$ cat src/rtl/result_readout.sv
// Reads stored results from the register file in index order and streams each one
// as two bytes, high byte first. After the last result it clears the file, then pulses done.
module result_readout #(
  parameter int NUM_RESULTS = 10,
  parameter int SEL_W       = 4,
  parameter int DATA_W      = 16
) (
  input  logic              clk,
  input  logic              n_rst,
  input  logic              start,
  input  logic [SEL_W-1:0]  count,
  output logic [SEL_W-1:0]  out_sel,
  input  logic [DATA_W-1:0] out_data,
  output logic [7:0]        tx_data,
  output logic              tx_valid,
  input  logic              tx_ready,
  output logic              clear_data,
  output logic              busy,
  output logic              done
);

  typedef enum logic [2:0] {
    IDLE,
    LOAD,
    SEND_HI,
    SEND_LO,
    CLEAR,
    DONE
  } state_t;

  localparam logic [SEL_W-1:0] MAX_LAST = SEL_W'(NUM_RESULTS - 1);

  state_t            state, state_nxt;
  logic [SEL_W-1:0]  index, index_nxt;
  logic [SEL_W-1:0]  last, last_nxt;
  logic [DATA_W-1:0] hold;

  // Index of the final result to send; requests beyond the file size saturate.
  function automatic logic [SEL_W-1:0] clamp_last(input logic [SEL_W-1:0] n);
    if (int'(n) >= NUM_RESULTS) begin
      return MAX_LAST;
    end
    return n - 1'b1;
  endfunction

  always_ff @(posedge clk or negedge n_rst) begin
    if (!n_rst) begin
      state <= IDLE;
      index <= '0;
      last  <= '0;
    end else begin
      state <= state_nxt;
      index <= index_nxt;
      last  <= last_nxt;
    end
  end

  // The register file read is combinational, so the word is captured while LOAD drives the select.
  always_ff @(posedge clk or negedge n_rst) begin
    if (!n_rst) begin
      hold <= '0;
    end else if (state == LOAD) begin
      hold <= out_data;
    end
  end

  always_comb begin
    state_nxt = state;
    index_nxt = index;
    last_nxt  = last;
    case (state)
      IDLE: begin
        if (start) begin
          index_nxt = '0;
          if (count != '0) begin
            last_nxt  = clamp_last(count);
            state_nxt = LOAD;
          end else begin
            state_nxt = DONE;
          end
        end
      end
      LOAD:    state_nxt = SEND_HI;
      SEND_HI: begin
        if (tx_ready) state_nxt = SEND_LO;
      end
      SEND_LO: begin
        if (tx_ready) begin
          if (index == last) begin
            state_nxt = CLEAR;
          end else begin
            index_nxt = index + 1'b1;
            state_nxt = LOAD;
          end
        end
      end
      CLEAR:   state_nxt = DONE;
      DONE:    state_nxt = IDLE;
      default: state_nxt = IDLE;
    endcase
  end

  // Moore decode: every output depends only on registered state, index and hold.
  always_comb begin
    out_sel    = '0;
    tx_data    = '0;
    tx_valid   = 1'b0;
    clear_data = 1'b0;
    busy       = 1'b1;
    done       = 1'b0;
    case (state)
      IDLE: busy = 1'b0;
      LOAD: out_sel = index;
      SEND_HI: begin
        out_sel  = index;
        tx_valid = 1'b1;
        tx_data  = hold[15:8];
      end
      SEND_LO: begin
        out_sel  = index;
        tx_valid = 1'b1;
        tx_data  = hold[7:0];
      end
      CLEAR: begin
        out_sel    = index;
        clear_data = 1'b1;
      end
      DONE: begin
        out_sel = index;
        done    = 1'b1;
      end
      default: busy = 1'b0;
    endcase
  end

endmodule

$ cat config.mk
export PLATFORM = sky130hd
export DESIGN_NAME = result_readout
export DESIGN_NICKNAME = d
export VERILOG_FILES = /design/src/rtl/result_readout.sv
export SDC_FILE = /design/constraint.sdc
export NUM_CORES = 1
export LEC_CHECK = 0
export ABC_AREA = 1
export CORE_ASPECT_RATIO = 0.8
export CORE_MARGIN = 2
export CORE_UTILIZATION = 31
export CTS_BUF_LIST = sky130_fd_sc_hd__clkbuf_4 sky130_fd_sc_hd__clkbuf_8
export DETAILED_ROUTE_END_ITERATION = 8
export SLEW_MARGIN = 25
export SYNTH_ARGS = -nofsm -noshare
export SYNTH_HDL_FRONTEND = slang
export SYNTH_SLANG_ARGS = --single-unit
export TNS_END_PERCENT = 20
$ cat constraint.sdc
create_clock -name clk -period 3.6 [get_ports clk]
set_input_delay 0.72 -clock clk [delete_from_list [all_inputs] [get_ports clk]]
set_output_delay 0.72 -clock clk [all_outputs]
set_load 0.005 [all_outputs]
[Word level (Yosys, flattened, before mapping)]
Index checks and enable logic that the tools add are counted.
Storage, ports and cells
  flip-flop bits (word level): 27
  bits of input ports: 24
  output and inout bits: 16
  logic and storage cells: 47
Operators by class
  $add $sub $neg: 2
  magnitude comparators: 1
  eq/ne operators: 10
  mux-type cells: 22
  reduce and logical (&&, ||, !) cells: 8
Operator list (number)
  $mux W4: 6
  $pmux W8 S2: 1
  $mux W3: 5
  $pmux W3 S5: 1
  $mux W1: 8
  $ne A2 B2 Y1 const B: 4
  $pmux W4 S2: 1
  $eq A3 B2 Y1 const B: 2
  $eq A3 B3 Y1 const B: 2
  $reduce_and A3 Y1: 2
  $reduce_or A5 Y1: 1
  $add A4 B1 Y4 const B: 1
  $eq A4 B4 Y1: 1
  $ge A4 B4 Y1 const B: 1
  $reduce_and A4 Y1: 1
  $reduce_bool A4 Y1: 1
  $sub A4 B1 Y4 const B: 1
  $eq A3 B1 Y1 const B: 1
  $logic_not A3 Y1: 1
  $reduce_bool A2 Y1: 1
  $reduce_or A2 Y1: 1

[Longest topological paths before layout]
Gate-level depths: netlist (run 1).
  depth in word-level cells: 6
  gate-level depth with buffers: 10
  mapped depth without buffers: 10

[Worst setup path after synthesis (run 1)]
No wires, ideal clock.
  kind: register -> output
  start: register state[2]
  end: output port tx_data[0]
  arrival time: 0.959 ns
  required time: 2.880 ns
  path slack: 1.921 ns
  stages on the path, launching flop included: 7
  path through: dfrtp_1 > inv_4 > nand2_2 > nor2_4 > buf_6 > nand2_1 > nand2_1
Between the ends
  cells in the longest elaborated chain, start to end: 2
Ends and longest elaborated chain
  from (decl): line 33  | state_t state, state_nxt;
  from (signal assigned): line 52  | state <= state_nxt;
  $eq A3 B2 Y1: line 111  | case (state)
  $pmux W8 S2 (*): line 111
  to (decl): line 14  | output logic [7:0] tx_data,
Every way passes the cells marked *; elsewhere a longest branch is shown, timed or not.

[Worst setup path after layout (run 1)]
  start: register state[2]
  end: output port tx_data[5]
The elaborated chain is that of the path after synthesis.

==> results_dict.tcl, run 1 <==
set metrics [dict create \
    status "finished, final reports clean" \
    start_util_pct 31.9 \
    grt_pass1_vias 1074 \
    p_total_mw 1.60 \
    critical_path_class "flip-flop to output pin" \
    drive_gt1_share_pct 17.9 \
    drt_iter0_markers 40 \
    cts.htree.levels 1 \
    path_cells "inv_4 > nand2_2 > nor2_4 > nand2_1 > nand2_1 > clkdlybuf4s50_1" \
    drt_first_pass_iters 4 \
    ys_seq_elements 27 \
    tightest_slew_ns 0.379 \
    slowest_delay_ns 0.50 \
    max-vdd-ir-drop_v 0.000396 \
    period_share_pct 71.9 \
    yosysWarnings 0 \
    cp.arrival_ns 1.87 \
    crit_buf_inv 2 \
    powerDensity_nw_per_um2 775 \
    startpoint_type "flip-flop" \
    slew_violations 0 \
    drc 0 \
    io-pin-count 40 \
    synth_ff_type "dfrtp_1" \
    async_flop_share_pct 100 \
    ctsRootBufferMaster "clkbuf_8" \
    netlist_area_um2 1580 \
    routed_wl_mm 3.15 \
    fin_util_pct 41.8 \
    numCtsBuffers 3 \
    slew-limit-headroom_pct 74.5 \
    cts.sinks 27 \
    dp_worst_setup_slack_ns 1.31 \
    fin_setup_tns_ns 0 \
    ant_nets 0 \
    antenna_found_initial 0 \
    grt_max_degree 28 \
    dp_hpwl_mm 2.45 \
    cts_hold_buf 0 \
    crit_family "buffers and inverters" \
    synth_area_leaders "dfrtp_1 (43%), nand2_1 (11%), mux2_4 (8.6%)" \
    synth-seq-area-share_pct 42.9 \
    hold_ws_ns 0.513 \
    cp_common_cell "nand2_1" \
    grt_use_total_pct 11.9 \
    cp_slowest_cell "clkdlybuf4s50_1" \
    area_delta_synth_final_pct 31.1 \
    ctsResizeCount 0 \
    grt_pass1_wl_mm 5.28 \
    syn_area_per_cell_um2 8.86 \
    crit_path_end_kind "output pin" \
    cts_tree "yes" \
    clk_pin_slew_worst_paths_ns 0.09 \
    synthesis.nets 205 \
    hp-class "flip-flop to flip-flop" \
    synth_edf_count 0 \
    vias_per_cell 4.41 \
    n_antenna_cell 0 \
    wl_per_cell_um 11.2 \
    synth_top_area_share_pct 42.9 \
    rsz0062_at_grt "false" \
    netlist_instances 178 \
    cts_max_path_buffers 2 \
    die-area_um2 5680 \
    die_h_um 67.8 \
    yosys-top-cells-count "nand2_1 (47), dfrtp_1 (27), inv_1 (17), nand3_1 (15), nor2_1 (12)" \
    total_leakage_power_nw 0.967 \
    cp_max_fo 12 \
    grt_overflow 0 \
    final-setup-viol-count 0 \
    rows 23 \
    coreArea_um2 4950 \
    yosysMostFrequentCell "nand2_1" \
    io_buffers 39 \
    post_cts_buffers 0 \
    ys_types 28 \
    min_period_ns 2.59 \
    layout_setup_ws_ns 1.01 \
    gp_congestion 0.824 \
    fmax_ghz 0.387 \
    maxCapViolCount 0 \
    die_x_um 83.7 \
    worstPathRequired_ns 2.88 \
    fin_worst_skew_ns 0.00333 \
    final-hold-violation-count 0 \
    clock_latency_ns 0.27 \
    yosys.area.top_type "dfrtp_1" \
    final_nets 246 \
    dr_total_vias 1234 \
]
[layout make-up]
class / instances / area, um2
clock buffer: 3 / 41.3
timing repair buffer: 40 / 398
fill: 501 / 2880
inverter: 23 / 91.3
sequential: 27 / 676
clock inverter: 1 / 7.51
tap: 62 / 77.6
multi-input combinational: 124 / 776
[kinds of logic (layout without fill, tap and decap cells)]
| family | after synthesis | after routing | synth area share (%) |
|---|---|---|---|
| AOI/OAI and AO/OA | 11 | 11 | 4.21 |
| xor gates and xnor gates | 3 | 3 | 1.67 |
| adders and majority gates | 3 | 3 | 2.38 |
| and+or+nand+nor | 91 | 91 | 27.4 |
| buffers and inverters | 27 | 67 | 7.94 |
| muxes | 16 | 16 | 13.6 |
| DFF | 27 | 27 | 42.9 |
[layer usage]
layer	vias up	track usage (%)	routed length (um)
met5	-	0	0
met4	0	1.81	21
met3	2	3.18	114
met2	17	17.0	1350
met1	564	18.2	1660
li1	651	-	-
[registers in the layout, summed over array words and instances (netlist names)]
name / cells
state: 3
last: 4
hold: 16
index: 4
[per-stage QoR]
| step | instances | instance area [um2] |
|---|---|---|
| 3_5_place_dp | 276 | 2020 |
| 4_1_cts | 280 | 2070 |
| 5_1_grt | 280 | 2070 |
| 3_3_place_gp | 276 | 2020 |
| 6_report | 280 | 2070 |
| 2_1_floorplan | 178 | 1580 |
[final timing paths]
| check | slack (ns) | from | cells after the start | endpoint |
|---|---|---|---|---|
| hold / removal | 0.51 | hold[2] | 1 | hold[2] |
| max in group asynchronous | 2.53 | n_rst | 2 | hold[3] |
| min in group asynchronous | 0.81 | n_rst | 2 | hold[6] |
| setup reg to reg | 2.15 | state[2] | 8 | index[2] |
| setup / recovery | 1.01 | state[2] | 6 | tx_data[5] |
| hold reg to reg | 0.51 | hold[2] | 1 | hold[2] |
[power by group]
group          switching, mW  internal (mW)
sequential             0.104          0.441
clock                 0.0958         0.0785
combinational          0.419          0.463
total                  0.619          0.982
[layout by cell type (no fill, tap or decap)]
master	instances
o31ai_1	2
inv_1	17
inv_2	4
inv_4	2
nor2_2	3
nand2_1	47
clkbuf_8	3
a21boi_0	1
nand3_1	15
mux2_2	7
a32oi_1	1
mux2_4	9
dfrtp_1	27
nand2_2	4
nor3b_1	1
clkinvlp_4	1
nand3_4	1
xnor2_1	2
xor2_1	1
a21oi_1	3
nand2_4	2
nor2_1	12
nor2_4	2
ha_1	3
nor3_1	3
nand4_1	1
o21ai_0	4
clkdlybuf4s50_1	39
buf_4	1
(Power assumes the default switching activity.)
==> run 2, diff against run 1 <==
Clock period 3.6 ns to 2.2 ns, I/O delays scaled along.
==> results_dict.tcl, run 2 (synthesized netlist as in run 1, its figures left out) <==
set metrics [dict create \
    status "finished, final reports clean" \
    fin_worst_skew_ns 0.00312 \
    power_frac_comb_pct 56.7 \
    grt_pass1_vias 1113 \
    hp-class "flip-flop to flip-flop" \
    crit_path_end_kind "output pin" \
    p_total_mw 2.75 \
    cts_tree "yes" \
    clk_pin_slew_worst_paths_ns 0.09 \
    final-hold-violation-count 0 \
    antenna_found_initial 0 \
    powerDensity_nw_per_um2 1270 \
    total_leakage_power_nw 1.10 \
    seqPwrFrac_pct 32.8 \
    r2r_setup_slack_ns 0.76 \
    switching_power_mw 1.05 \
    critical_path_class "flip-flop to output pin" \
    final_cell_mix "nand2_1 (47), clkdlybuf4s50_1 (32), dfrtp_1 (24), inv_1 (16), nand3_1 (15)" \
    grt_overflow 0 \
    r2r-end "index[3]" \
    numCtsBuffers 3 \
    drive_gt1_share_pct 22.3 \
    ctsRootBufferMaster "clkbuf_8" \
    die_x_um 83.7 \
    worstPathRequired_ns 1.76 \
    grt_use_total_pct 11.9 \
    rows 23 \
    top_register "hold" \
    slew_violations 0 \
    dr_total_vias 1245 \
    n_antenna_cell 0 \
    period_share_pct 96.4 \
    dp_hpwl_mm 2.52 \
    gr-usage-met1_pct 17.7 \
    drc 0 \
    crit_start "state[2]" \
    drt_first_pass_iters 4 \
    io-pin-count 40 \
    cts.sinks 27 \
    r2r_start "state[2]" \
    maxCapViolCount 0 \
    die-area_um2 5680 \
    cts.htree.levels 1 \
    clkPwrFrac_pct 10.5 \
    layout_commonest_cell "nand2_1" \
    wl_per_cell_um 11.7 \
    vias_per_cell 4.35 \
    grt_max_degree 28 \
    swShare_pct 38.4 \
    io_buffers 39 \
    clock_latency_ns 0.27 \
    cp.arrival_ns 1.68 \
    start_util_pct 31.9 \
    endpoint "tx_data[5]" \
    largest_register_ffs 16 \
    drt_iter0_markers 30 \
    tightest_slew_ns 0.371 \
    grt_pass1_wl_mm 5.32 \
    max-vdd-ir-drop_v 0.000596 \
    coreArea_um2 4950 \
    rsz0062_at_grt "false" \
    final-setup-viol-count 0 \
    use_met2_pct 18.2 \
    die_h_um 67.8 \
    slew-limit-headroom_pct 75.1 \
    gp_congestion 0.755 \
    dpl.cell_count 278 \
    busiest_layer "met2" \
    area_delta_synth_final_pct 37.2 \
    min_period_ns 2.12 \
    final.fill_count 505 \
    ant_nets 0 \
    final_nets 252 \
    startpoint_type "flip-flop" \
    p_int_mw 1.69 \
    fmax_ghz 0.472 \
    fin_util_pct 43.7 \
    rr_worst_depth 10 \
    fin_cells 286 \
    routed_wl_mm 3.33 \
    cts_max_path_buffers 2 \
    grtUsageMet3_pct 2.69 \
    cp_max_fo 11 \
    top_regs "hold (16), index (4), last (4)" \
]
-- run 2: final cells by class --
type                    count  area, um2  area share (%)
well taps                  62       77.6            3.59
multi-input cells         124        792            36.6
inverters                  23       97.6            4.51
flip-flops and latches     27        679            31.4
clock buffers               4       48.8            2.26
repair buffers             46        468            21.6
-- run 2: timing repair --
item,in CTS,in global routing
hold buffers,0,0
pin swaps,1,1
gates resized for setup,4,13
setup endpoints to repair,13,14
setup buffers,3,1
-- run 2: worst min path at each step --
stage,to,slack (ns),from,cells after the start
after floorplan,hold[0],0.14,n_rst,0
after global placement,hold[2],0.49,hold[2],1
after detailed placement,hold[3],0.49,hold[3],1
after CTS,hold[3],0.51,hold[3],1
after global routing,hold[3],0.54,hold[3],1
final,hold[3],0.51,hold[3],1
-- run 2: layer usage --
layer  routed length [um]  vias to the layer above
met5                    0                        -
met1                 1730                      563
met4                   20                        0
met2                 1490                       15
met3                   92                        2
li1                     -                      665
-- run 2: power groups by stage --
| stage | logic (mW) | clock network, mW | registers, mW |
|---|---|---|---|
| 2_1_floorplan | 1.05 | 0 | 0.850 |
| 3_3_place_gp | 1.48 | 0 | 0.899 |
| 3_5_place_dp | 1.49 | 0 | 0.902 |
| 4_1_cts | 1.56 | 0.300 | 0.899 |
| 5_1_grt | 1.74 | 0.318 | 0.932 |
| 6_report | 1.56 | 0.288 | 0.901 |
-- run 2: through the flow --
stage / area (um2) / hold WS, ns / setup slack (ns) / setup TNS, ns
3_3_place_gp: 2030 / 0.489 / 0.200 / 0
4_1_cts: 2120 / 0.515 / -0.0370 / -0.169
5_1_grt: 2160 / 0.536 / 0.0174 / 0
6_report: 2160 / 0.510 / 0.0793 / 0
2_1_floorplan: 1580 / 0.144 / 0.801 / 0
3_5_place_dp: 2030 / 0.493 / 0.173 / 0
-- run 2: critical path, cell delays in order, from the launching register on --
cell,delay (ns)
dfrtp_2,0.43
clkinv_4,0.09
nand2_4,0.07
clkinvlp_4,0.16
nand3_1,0.08
nand2_1,0.07
clkdlybuf4s50_1,0.50
==> run 3, diff against run 2 <==
Settings changed: CORE_UTILIZATION 31 to 46, PLACE_DENSITY set to 0.79.
==> results_dict.tcl, run 3 (synthesized netlist as in run 1, its figures left out) <==
set metrics [dict create \
    cts.sinks 27 \
    regArea_um2 679 \
    drive_gt1_share_pct 23.1 \
    dp_worst_setup_slack_ns 0.172 \
    grt_pass1_vias 1119 \
    r2r_setup_slack_ns 0.79 \
    min_path_cells 1 \
    cp.arrival_ns 1.69 \
    clk_pin_slew_worst_paths_ns 0.09 \
    io_buffers 39 \
    critical_path_class "flip-flop to output pin" \
    start_util_pct 49.6 \
    fin_worst_skew_ns 0.00296 \
    n_antenna_cell 0 \
    ctsRootBufferMaster "clkbuf_8" \
    dr_total_vias 1289 \
    crit_path_end_kind "output pin" \
    drt_iter0_markers 64 \
    total_leakage_power_nw 0.992 \
    routed_wl_mm 3.29 \
    slew-limit-headroom_pct 76.7 \
    numCtsBuffers 3 \
    tightest_slew_ns 0.347 \
    gp_congestion 0.793 \
    drt_first_pass_iters 4 \
    top_regs "hold (16), index (4), last (4)" \
    powerDensity_nw_per_um2 1310 \
    status "finished, final reports clean" \
    worstPathRequired_ns 1.76 \
    cts.htree.levels 1 \
    rr_worst_depth 9 \
    fin_util_pct 66.8 \
    final-setup-viol-count 0 \
    grt_pass1_wl_mm 5.46 \
    grt_use_total_pct 17.7 \
    period_share_pct 96.8 \
    grt_max_degree 28 \
    crit_start "state[2]" \
    final_cell_mix "nand2_1 (47), clkdlybuf4s50_1 (39), dfrtp_1 (24), inv_1 (16), nand3_1 (15)" \
    area_delta_synth_final_pct 34.6 \
    antenna_found_initial 0 \
    fin_cells 265 \
    maxCapViolCount 0 \
    die_h_um 56.4 \
    ant_nets 0 \
    multi_input_area_um2 806 \
    die-area_um2 3910 \
    r2r_start "state[2]" \
    io-pin-count 40 \
    final_nets 253 \
    final.fill_count 257 \
    largest_register_ffs 16 \
    fin_setup_tns_ns 0 \
    layout_commonest_cell "nand2_1" \
    cts_max_path_buffers 2 \
    hold_ws_ns 0.511 \
    vias_per_cell 4.86 \
    fmax_ghz 0.470 \
    max-vdd-ir-drop_v 0.000672 \
    cp_max_fo 5 \
    final-hold-violation-count 0 \
    cts_hold_buf 0 \
    dp_hpwl_mm 2.28 \
    grt_overflow 0 \
    startpoint_type "flip-flop" \
    die_x_um 69.5 \
    top_register "hold" \
    r2r-end "index[1]" \
    hp-class "flip-flop to flip-flop" \
    drc 0 \
    slew_violations 0 \
    endpoint "tx_data[1]" \
    clock_latency_ns 0.27 \
    cts_tree "yes" \
    coreArea_um2 3180 \
    min_period_ns 2.13 \
    layout_setup_ws_ns 0.0709 \
    wl_per_cell_um 12.4 \
    dpl.cell_count 255 \
    rows 18 \
]
==> run 3: cell count changes in the layout (fill, tap and decap cells not counted), moves of 2 or more <==
cell,delta
clkdlybuf4s50_1,+7
dlymetal6s2s_1,-7
buf_6,-2
inv_4,+2
==> run 3: per-layer routing <==
metal / track usage [%] / up-vias / routed length (um)
met1: 27.0 / 590 / 1680
met3: 3.23 / 2 / 126
met2: 25.4 / 31 / 1450
li1: - / 666 / -
met4: 5.04 / 0 / 34
met5: 0 / - / 0
==> run 3: stage by stage <==
step | area, um2 | total power, mW
floorplan | 1580 | 1.90
global placement | 2000 | 2.33
detailed placement | 2000 | 2.37
CTS | 2100 | 2.75
global route | 2120 | 2.99
finish | 2120 | 2.77
==> run 3: final cells by class <==
| cell class | count | share of cell area (%) |
|---|---|---|
| clock buffer | 3 | 1.95 |
| clock inverter | 1 | 0.236 |
| inverter | 23 | 4.60 |
| multi-input combinational | 125 | 38.0 |
| sequential | 27 | 32.0 |
| tap | 40 | 2.36 |
| timing repair buffer | 45 | 20.5 |
| timing repair inverter | 1 | 0.354 |
==> run 3: how the worst min path moves through the flow <==
| stage | start | to | slack, ns |
|---|---|---|---|
| global placement | hold[1] | hold[1] | 0.49 |
| floorplan | n_rst | hold[0] | 0.14 |
| CTS | hold[3] | hold[3] | 0.51 |
| detailed placement | hold[3] | hold[3] | 0.49 |
| finish | hold[4] | hold[4] | 0.51 |
| global route | hold[3] | hold[3] | 0.52 |
==> run 3: report_power, final <==
group	switching (mW)	internal, mW
sequential	0.180	0.726
combinational	0.762	0.821
clock	0.155	0.127
total	1.10	1.67
==> run 3: critical path, cell delays in order, from the launching register on <==
cell and delay (ns):
dfrtp_2 0.44, inv_4 0.08, nand2_4 0.09, nor2_4 0.17, nand2_1 0.07, nand2_1 0.08, clkdlybuf4s50_1 0.49
==> run 3: timing repair <==
| item | CTS | global route |
|---|---|---|
| resized for setup | 6 | 6 |
| setup buffers | 3 | 1 |
| gates cloned | 2 | 0 |
| pin swaps | 1 | 1 |
| setup endpoints to repair | 14 | 14 |
